==> src/rtl/step_sequencer.sv <==
// step_sequencer: generates the 2-bit current_step sequence for the CPU's
// value_capture stages. One step per clock, stalls on memory steps until
// mem_ready, halts only at instruction boundaries, and faults permanently
// when a memory step waits too long.
module step_sequencer #(
  parameter int           STEPS          = 4,        // 2..4
  parameter logic [3:0]   WAIT_STEP_MASK = 4'b0010,  // bit n: step n waits for mem_ready
  parameter int           TIMEOUT_CYCLES = 16        // 1..255
) (
  input  logic        clock,
  input  logic        reset,
  input  logic        run,
  input  logic        halt_req,
  input  logic        mem_ready,
  output logic        mem_request,
  output logic [1:0]  current_step,
  output logic [3:0]  step_done,
  output logic        instruction_done,
  output logic        halted,
  output logic        timeout,
  output logic [15:0] stall_count
);

  typedef enum logic [1:0] {
    ST_HALTED = 2'd0,
    ST_RUN    = 2'd1,
    ST_FAULT  = 2'd2
  } state_t;

  // Mask bits for steps that never occur are dropped so they cannot stall.
  localparam logic [3:0] VALID_MASK   = 4'((1 << STEPS) - 1);
  localparam logic [3:0] EFF_MASK     = WAIT_STEP_MASK & VALID_MASK;
  localparam logic [1:0] LAST_STEP    = 2'(STEPS - 1);
  localparam logic [7:0] TIMEOUT_LAST = 8'(TIMEOUT_CYCLES - 1);

  state_t      r_state;
  logic [1:0]  r_step;
  logic [7:0]  r_wait_cnt;
  logic [15:0] r_stall_count;

  logic w_running;
  logic w_wait_step;
  logic w_stall;
  logic w_advance;
  logic w_last_step;

  assign w_running   = (r_state == ST_RUN);
  assign w_wait_step = EFF_MASK[r_step];
  assign w_stall     = w_running && w_wait_step && !mem_ready;
  // Pulses are suppressed in a reset cycle so no completion is reported for
  // an instruction that is being abandoned.
  assign w_advance   = w_running && !w_stall && !reset;
  assign w_last_step = (r_step == LAST_STEP);

  assign mem_request      = w_running && w_wait_step;
  assign instruction_done = w_advance && w_last_step;
  assign current_step     = r_step;
  assign halted           = (r_state != ST_RUN);
  assign timeout          = (r_state == ST_FAULT);
  assign stall_count      = r_stall_count;

  // One-hot completion pulse for the step that advances this cycle.
  always_comb begin
    // NOTE: defaulting every output first keeps this block free of latches.
    step_done = 4'b0000;
    if (w_advance) begin
      step_done[r_step] = 1'b1;
    end
  end

  // Sequencer FSM: run/halt control, step advance, wait counting and fault.
  always_ff @(posedge clock) begin
    // NOTE: non-blocking assignments so every register samples pre-edge values.
    if (reset) begin
      r_state       <= ST_HALTED;
      r_step        <= 2'd0;
      r_wait_cnt    <= 8'd0;
      r_stall_count <= 16'd0;
    end else begin
      case (r_state)
        ST_HALTED: begin
          r_step     <= 2'd0;
          r_wait_cnt <= 8'd0;
          if (run) begin
            r_state <= ST_RUN;
          end
        end

        ST_RUN: begin
          if (w_stall) begin
            r_wait_cnt <= r_wait_cnt + 8'd1;
            if (r_stall_count != 16'hFFFF) begin
              r_stall_count <= r_stall_count + 16'd1;
            end
            // This unready cycle is the TIMEOUT_CYCLES-th in a row.
            if (r_wait_cnt == TIMEOUT_LAST) begin
              r_state <= ST_FAULT;
            end
          end else begin
            r_wait_cnt <= 8'd0;
            if (w_last_step) begin
              r_step <= 2'd0;
              // run/halt_req only matter at the instruction boundary.
              if (halt_req || !run) begin
                r_state <= ST_HALTED;
              end
            end else begin
              r_step <= r_step + 2'd1;
            end
          end
        end

        ST_FAULT: begin
          // Terminal until reset; everything frozen.
          r_state <= ST_FAULT;
        end

        default: begin
          r_state <= ST_HALTED;
          r_step  <= 2'd0;
        end
      endcase
    end
  end

endmodule

==> config.mk <==
export PLATFORM = sky130hd
export DESIGN_NAME = step_sequencer
export DESIGN_NICKNAME = d
export VERILOG_FILES = /design/src/rtl/step_sequencer.sv
export SDC_FILE = /design/constraint.sdc
export NUM_CORES = 1
export LEC_CHECK = 0
export CAP_MARGIN = 0
export CORE_AREA = 2 2 67 69
export DETAILED_ROUTE_END_ITERATION = 10
export DIE_AREA = 0 0 69 71
export PLACE_DENSITY = 0.73
export SYNTH_ARGS = -nofsm -noshare
export SYNTH_HDL_FRONTEND = slang
export SYNTH_SLANG_ARGS = --single-unit
==> constraint.sdc <==
create_clock -name clock -period 3.6 [get_ports clock]
set_input_delay 0.72 -clock clock [delete_from_list [all_inputs] [get_ports clock]]
set_output_delay 0.72 -clock clock [all_outputs]
set_load 0.02 [all_outputs]
# Yosys cells after proc, flatten, opt, wreduce, memory -nomap -nowiden
# Index checks and enable logic that the tools add are counted.
# Widths: inputs -> output; s select.
# word_totals
reg_bits	28
inputBits	5
output_inout_bits	26
word_cells	53
# classes
addsub	3
magnitude_cmp	2
n_eq_ne	11
muxes	16
n_bitwise	1
n_reduce_logical	16
# op_table
op	count
$add 16x1->16 const B	1
$ne 16x16->1 const B	1
$pmux 8 s2	1
$mux 2	7
$add 8x1->8 const B	1
$eq 8x4->1 const B	1
$mux 8	1
$logic_and 1x1->1	6
$ne 3x1->1 const B	2
$pmux 2 s3	1
$eq 2x2->1 const B	2
$logic_not 1->1	4
$mux 4	1
$ne 2x2->1 const B	2
$pmux 2 s2	1
$reduce_and 4->1	1
$lt 2x3->1 const B	1
$ne 3x2->1 const B	1
$reduce_and 3->1	1
$add 2x1->2 const B	1
$bmux 1 s2	1
$demux 1 s2	1
$eq 2x1->1 const B	1
$ge 2x1->1 const B	1
7 further kinds	8

# Depth between registers and ports, before layout
# Gate-level depths: netlist (run 1).
# logic_depth
ltp_word	8
ltp_mapped	8
mapped_depth_nobuf	6

# Worst setup path before layout (run 1)
# OpenSTA, ideal clock, no wires.
# synth_timing
path_type	input port to output port
from	input port reset
to	output port step_done[1]
arrival_ps	1817
required_time_ps	2880
setup_slack_ps	1063
cell_stages	3
path_buffers	2
cell_sequence	clkbuf_1 > clkbuf_1 > nor4_1
# synth_between
elab_chain_cells	3
# synth_rtl
element	line_no	source
from (decl)	11	input logic reset,
$logic_not 1->1	52	assign w_advance = w_running && !w_stall && !reset;
$logic_and 1x1->1	52	
$mux 4	66	if (w_advance) begin
to (decl)	17	output logic [3:0] step_done,
# No other way between the ends.

# Worst setup path after layout (run 1)
# layout_timing
from	input port mem_ready
to	output port instruction_done
# layout_between
elab_chain_cells	6
# layout_rtl
element	line_no	source
from (decl)	14	input logic mem_ready,
$logic_not 1->1	49	assign w_stall = w_running && w_wait_step && !mem_ready;
$logic_and 1x1->1	49	
$logic_not 1->1	52	
$logic_and 1x1->1 (2 in a row)	52	
$logic_and 1x1->1	56	assign instruction_done = w_advance && w_last_step;
to (decl)	18	output logic instruction_done,
# No other way between the ends.

==> results of run 1 <==
[sequential cells by signal (all words and copies together), names as in the netlist]
signal,flops
stall_count,16
r_wait_cnt,8
current_step,2
r_state,2
[power groups by stage]
stage	Combinational [mW]	Sequential (mW)	Clock [mW]
floorplan	0.0217	0.323	0
detailed placement	0.0393	0.322	0
finish	0.0389	0.315	0.256
CTS	0.0394	0.315	0.260
global route	0.0431	0.315	0.272
global placement	0.0390	0.322	0
[cells in the final DEF (no fill, tap or decap), types with 4 or more instances in the layout]
master / n
sky130_fd_sc_hd__clkdlybuf4s50_1: 30
sky130_fd_sc_hd__dfxtp_1: 28
sky130_fd_sc_hd__a21oi_1: 19
sky130_fd_sc_hd__nor2_1: 16
sky130_fd_sc_hd__o21ai_0: 13
sky130_fd_sc_hd__inv_1: 10
sky130_fd_sc_hd__nand2_1: 8
sky130_fd_sc_hd__nand3_1: 7
sky130_fd_sc_hd__nor4_1: 6
sky130_fd_sc_hd__or3_1: 6
sky130_fd_sc_hd__ha_1: 6
sky130_fd_sc_hd__nor2b_1: 5
sky130_fd_sc_hd__nor3_1: 5
sky130_fd_sc_hd__or4_1: 5
sky130_fd_sc_hd__o31ai_1: 5
sky130_fd_sc_hd__and2_1: 4
sky130_fd_sc_hd__buf_4: 4
[worst max-delay path: stages]
cell and delay [ps]:
sky130_fd_sc_hd__clkdlybuf4s50_1 430, sky130_fd_sc_hd__nor2b_1 350, sky130_fd_sc_hd__nor3_1 110, sky130_fd_sc_hd__and2_1 180, sky130_fd_sc_hd__clkdlybuf4s50_1 530
[metrics by stage]
stage / util, % / setup WS (ps)
6_report: 47.0 / 545
5_1_grt: 47.0 / 443
3_3_place_gp: 45.3 / 580
4_1_cts: 47.0 / 557
3_5_place_dp: 45.3 / 564
2_1_floorplan: - / 1060
[area by class of cell]
| class | instances | area share, % |
|---|---|---|
| tap | 52 | 3.30 |
| timing repair buffer | 34 | 16.7 |
| inverter | 10 | 1.90 |
| multi-input combinational | 141 | 46.1 |
| sequential | 28 | 28.4 |
| clock buffer | 3 | 2.09 |
| clock inverter | 1 | 1.52 |
[metal layers]
| layer | vias to the layer above | wire length [um] |
|---|---|---|
| met5 | - | 0 |
| met4 | 0 | 24 |
| met3 | 2 | 145 |
| met2 | 28 | 1540 |
| met1 | 679 | 1580 |
| li1 | 761 | - |
[path summary, 6_finish.rpt]
check | to | slack (ps) | cells past startpoint
max | instruction_done | 550 | 5
min | r_wait_cnt[2] | 500 | 2
max reg2reg | stall_count[6] | 1350 | 5
min reg2reg | r_wait_cnt[2] | 500 | 2
[cell families after synthesis]
logic type,after synthesis,synth area share [%]
multiplexers,3,2.17
flip-flops,28,36.0
adder cells (fa/ha/maj),6,4.82
buffers and inverters,21,5.62
AND/OR/NAND/NOR,84,33.2
AO/OA/AOI/OAI,48,18.2
==> results.txt, run 1 <==
* Crit path launch type: input pin
* Area fraction of the dominant cell type after synthesis: 36.0%
* Met3 Resource Use GR: 3.70%
- Global-route met2 utilization: about a quarter
- For this run, the post-layout net count is 229.
* Core area: 4200 sq um
- Headroom to the max-slew limit came out at 35.6%.
- During synthesis, Yosys emitted a total of 0 warnings.
- By area the synthesized netlist is led by sky130_fd_sc_hd__dfxtp_1, sky130_fd_sc_hd__a21oi_1, sky130_fd_sc_hd__ha_1.
- First-iteration detailed-routing DRC count: 84
- Global routing consumed, over all layers together, 13.6% of the routing resources.
- STA classifies the critical path endpoint as a primary output.
* Largest net degree at the start of global routing: 19
- Most Used Layer, Global Route: met2
- After legalization and detailed placement, the total HPWL measured 2.33 mm.
- Number of buffers inserted during clock tree synthesis: 3
* Vias in the first global route: roughly 1,300
- Fraction of registers with async set or reset after synthesis: 0%
- The routed layout has 1,470 vias.
* Total negative slack: 0 ps
- Synthesis produced a netlist whose cell count is 190.
- Layout fillers: around 410
* Number of sinks handled by clock tree synthesis: 28
- Origin of the critical flop-to-flop path: stall_count[0]
- Data arrival time of the critical path: 2330 ps
* Net Sw Power: 0.131 mW
- For the worst-skew pair, the clock arrives at the later sink with an insertion delay of around 280 ps.
* Combinational cell fraction of total power: 6.4%
* Met1 Use GR: 16.3%
- Synthesized flop and latch total: 28
- In this run the horizontal extent of the chip is 69 um.
- The die is 71 um tall.
- Clock tree root driver cell: sky130_fd_sc_hd__clkbuf_8
* Leak: 0.680 nW
- Multi-input logic area: 910 sq um
- Register Area: 561 sq um
- Number of gates resized after CTS: 0
- The tool flagged a number of max-cap violations equal to 0.
- The number of nets handed over by synthesis was 201.
* Final setup viols: 0
- Summing all non-filler instances in the final layout gives an area of a little under 2000 sq um.
* Clock slew at the register clock pins of the worst setup and hold paths: ~100 ps
- Final hold violation count: 0
- Counting distinct cell types in the post-synthesis netlist gives 41.
- The most used flip-flop cell after synthesis is sky130_fd_sc_hd__dfxtp_1.
- Pin placement for this block handled 31 I/O pins.
* Synthesis-to-layout area growth: 26.7%
- Slew at the pin closest to its max-slew limit: between 900 and 1000 ps
* Wire length of the first global-routing pass: 5.60 mm
- Crit path required time: 2880 ps
* Switching Share: 21.5%
- Routability Congestion: roughly 0.73
- CTS built an H-tree with a depth of 1.
- Initial antenna violation count: 0
- For this design the ratio of total power to cell area is 309 nW/um^2.
* Port bufs: 30
* Number of hold buffers added after cts: 0
- A synthesized cell averages 8.20 sq um.
- The clock passes through at most 2 buffers.
- Tightest hold margin: 497 ps
- TritonCTS clock tree: done
* Seq pwr share: between 50% and 60%
- After layout, the design draws a total of 0.609 mW.
- Path category of the worst min-delay check: reg -> reg
- Setup repair after global routing left no endpoint under its margin.
- Remaining antenna violation count after routing: 0
* Crit share post-route: 84.9%
- Diodes inserted: 0
* Finished Layout Cells: around 270
- Top-count cell post-synth: sky130_fd_sc_hd__dfxtp_1
- The internal power of the cells totals between 0.4 and 0.5 mW.
- Including well taps, the total number of placed cells is 265.
- Global routing finished with a remaining overflow of 0.
- Summing every instance area after synthesis gives around 1600 sq um.
- In the routed design, unresolved DRC markers number 0.
- Clock group share of total power: 42.0%
* Number of enable-type register cells in the synthesized netlist: 0
- Ranked by instance count, the synthesized netlist is headed by sky130_fd_sc_hd__dfxtp_1, sky130_fd_sc_hd__a21oi_1, sky130_fd_sc_hd__nor2_1.
- Drt via density: between 5 and 6
- Summed over all layers, the routed wires come to 3.29 mm.
- Register area share after synthesis: 36.0%
* Placement Rows: 24
* Post-CTS setup-driven buffer insertion count: 0
* Routed WL per cell: ~12 um
* Startpoint of the most critical setup path: mem_ready
- Highest clock rate: 0.327 GHz
- Maximum VDD drop: 0.000281 V
- The pre-antenna-repair detailed-routing pass consisted of 4 iterations.
* Final critical-path required period: 3050 ps
* Worst setup skew after layout: ~7.5 ps
- Floorplan die area: 4900 sq um
- In this run the cell area measured after placement is 1900 sq um.
- Worst Path Class, Setup: in -> out
- Along the worst path, the maximum fanout reaches 6.
- For this configuration, the core starts out at a cell density of 37.1%.
- The startpoint identified for the worst hold timing path is r_wait_cnt[2].
- The synthesized design spends more area on one cell type than any other, namely sky130_fd_sc_hd__dfxtp_1.
- Cells with a size suffix above 1 make up around 6% of the layout.
- Result of the run: finished clean
- Number of pins exceeding their max-slew limit in the final report: 0
Power figures use the tool's default switching activity.
==> inputs of run 2 (changes only) <==
clock period = 3.1 ns   (was 3.6 ns; I/O delays follow)
==> results.txt, run 2 (synthesis gave the netlist of run 1 again) <==
- The final total negative setup slack was 0 ps (unchanged).
- The maximum buffer depth of the clock tree came to 2 (unchanged).
* Core area: 4200 sq um (unchanged)
* Crit path required time: 2480 ps (-400 ps)
- Net Sw Power: 0.138 mW (+5.6%)
* Crit path launch type: input pin
* Starting utilization of the core area: 37.1% (unchanged)
* First-pass DRT Iterations: 4 (unchanged)
- Worst Path Class, Setup: in -> out
- Multi-input logic area: 910 sq um (unchanged)
* Seq pwr share: 60.2% (+8.6 points)
- The flip-flop count of the largest register after layout is 16 (unchanged).
- Top library cells by usage in the layout, fill and taps aside: sky130_fd_sc_hd__clkdlybuf4s50_1, sky130_fd_sc_hd__dfxtp_1, sky130_fd_sc_hd__a21oi_1
* Final critical-path required period: ~2800 ps
* TritonCTS clock tree: done
- The clock network latency to the later pin of the worst-skew pair came to 270 ps (about the same).
* Critical Path Most Common Cell: sky130_fd_sc_hd__clkdlybuf4s50_1
* RSZ-0062 raised after global routing: false
- Number of pins exceeding their max-slew limit in the final report: 0 (unchanged)
* Maximum VDD drop: 0.000158 V (-44%)
- The largest net degree at the start of global routing is 30 (+11).
- The buffer and inverter count on the worst path was 2 (unchanged).
* I/O Pins: 31 (unchanged)
- Result of the run: finished clean
- The hold buffer count at cts was 0 (unchanged).
* Number of buffers inserted during clock tree synthesis: 3 (unchanged)
* Worst setup skew after layout: 4.00 ps (-3.47 ps)
- Wirelength, routed: 3.39 mm (+3.0%)
- Post-route DRC violation count: 0 (unchanged)
- The count of buffers from port buffering was 30 (unchanged).
- Fraction of final layout cells sized beyond drive strength 1: 5.56% (-0.44 points)
- The count of nets left with antenna violations after detail routing is 0 (unchanged).
* Vias in the first global route: 1,349 (+5.1%)
* Net count of the finished layout: 229 (unchanged)
* Global-route usage over all layers: 14.2% (+0.60 points)
* Crit share post-route: 91.6%
- The detailed-route vias per instance was 5.56 (+1.7%).
* Initial antenna violation count: 0 (unchanged)
- Post-CTS setup-driven buffer insertion count: 0 (unchanged)
- Most common cell after layout, fill and taps aside: sky130_fd_sc_hd__clkdlybuf4s50_1
- Routed WL per cell: 12.6 um (+3.4%)
- Register Area: 561 sq um (unchanged)
* Cell-internal power: 0.469 mW (-2.0%)
- The total number of clock tree sinks came to 28 (unchanged).
- The switching part of the total power is 22.8% (+1.3 points).
- Total number of H-tree levels: 1 (unchanged)
- The data arrival time of the critical path was 2220 ps (-110 ps).
- The number of resized instances in the post-cts repair step is 0 (unchanged).
- Critical path peak fanout: 6 (unchanged)
- Crit path max-delay cell type: sky130_fd_sc_hd__clkdlybuf4s50_1
- The number of hold violations in the final report is 0 (unchanged).
- The critical path goes through clkdlybuf4s50_1 -> nor2b_1 -> nor3_1 -> and2_1 -> clkdlybuf4s50_1.
- The worst-case headroom to the max-slew limit was 68.7% (+33 points).
- The max-capacitance violation count came to 0 (unchanged).
- First-iteration detailed-routing DRC count: 57 (-32%)
- Crit-path leading delay family: buffers and inverters
- The horizontal die dimension is 69 um (unchanged).
* Die Y-Extent: 71 um (unchanged)
* Detailed placement HPWL: 2.46 mm (+5.3%)
- The clock network fraction of total power was 32.5% (-9.5 points).
- The global route total overflow is 0 (unchanged).
- Placement Rows: 24 (unchanged)
* Total via count after detailed routing: 1,489 (+1.3%)
- Stage delay of the slowest cell on the critical path: 540 ps (about the same)
- Diodes inserted: 0 (unchanged)
- The die outline area was 4900 sq um (unchanged).
* Wire length of the first global-routing pass: 5.86 mm (+4.7%)
- Timing would allow up to 0.352 GHz.
* Crit end category: primary output
* Final Cell Area: 1940 sq um (-1.5%)
- The weighted congestion at the end of routability-driven global placement is 0.743 (+1.4%).
* Layout fillers: 420 (+1.4%)
- Synthesis-to-layout area growth: 24.8%
* Path category of the worst min-delay check: reg -> reg
- Clock tree root driver cell: sky130_fd_sc_hd__clkbuf_8
- Placed instance area: 1900 sq um (unchanged)
- The number of setup violations in the final report came to 0 (unchanged).
- Ratio of total power to cell area: 312 nW/um^2 (+1.2%)
- The clock-pin slew on the worst setup and hold paths was 90 ps (about the same).
* Slew at the pin closest to its max-slew limit: 458 ps (-500 ps)
* Leak: 0.666 nW (-2.0%)
- The combinational fraction of design power came to 7.3% (+0.9 points).
-- run 2: cell type report --
class	instances	area share (%)
Inverter	10	1.93
Timing Repair Buffer	34	17.0
Multi-Input combinational cell	141	46.8
Clock buffer	3	2.12
Sequential cell	28	28.8
Tap cell	52	3.35
-- run 2: worst reg2reg max path: cells and delay by family (launching register included) --
family / cells / cell delay, ps
AND/OR/NAND/NOR: 3 / 1210
AO/OA/AOI/OAI: 1 / 150
flip-flops: 1 / 430
adder cells (fa/ha/maj): 1 / 240
-- run 2: metal layers --
layer / part of all wire [%] / wire, um / global-route usage, %
met1: 49 / 1660 / 17.8
met2: 47 / 1580 / 24.8
met3: 3.2 / 108 / 2.42
met4: 1.3 / 43 / 4.79
met5: 0 / 0 / 0
-- run 2: worst paths after layout --
check / from / endpoint / slack (ps) / cells past startpoint
hold / removal: r_wait_cnt[2] / r_wait_cnt[2] / 500 / 2
hold reg to reg: r_wait_cnt[2] / r_wait_cnt[2] / 500 / 2
setup reg to reg: current_step[0] / stall_count[10] / 1010 / 5
setup / recovery: mem_ready / instruction_done / 260 / 5
-- run 2: power groups by stage --
stage | Combinational, mW | Sequential (mW) | Clock [mW]
global route | 0.0491 | 0.366 | 0.215
finish | 0.0445 | 0.365 | 0.197
CTS | 0.0448 | 0.365 | 0.203
detailed placement | 0.0447 | 0.374 | 0
global placement | 0.0442 | 0.374 | 0
floorplan | 0.0252 | 0.375 | 0
-- run 2: metrics by stage --
stage               util [%]  hold slack, ps  instances  worst slack (ps)  power (mW)
floorplan                  -             457        190               763       0.400
global placement        45.3             482        265               285       0.418
detailed placement      45.3             490        265               247       0.418
CTS                     46.3             504        268               246       0.613
global route            46.3             536        268               123       0.630
finish                  46.3             500        268               261       0.607
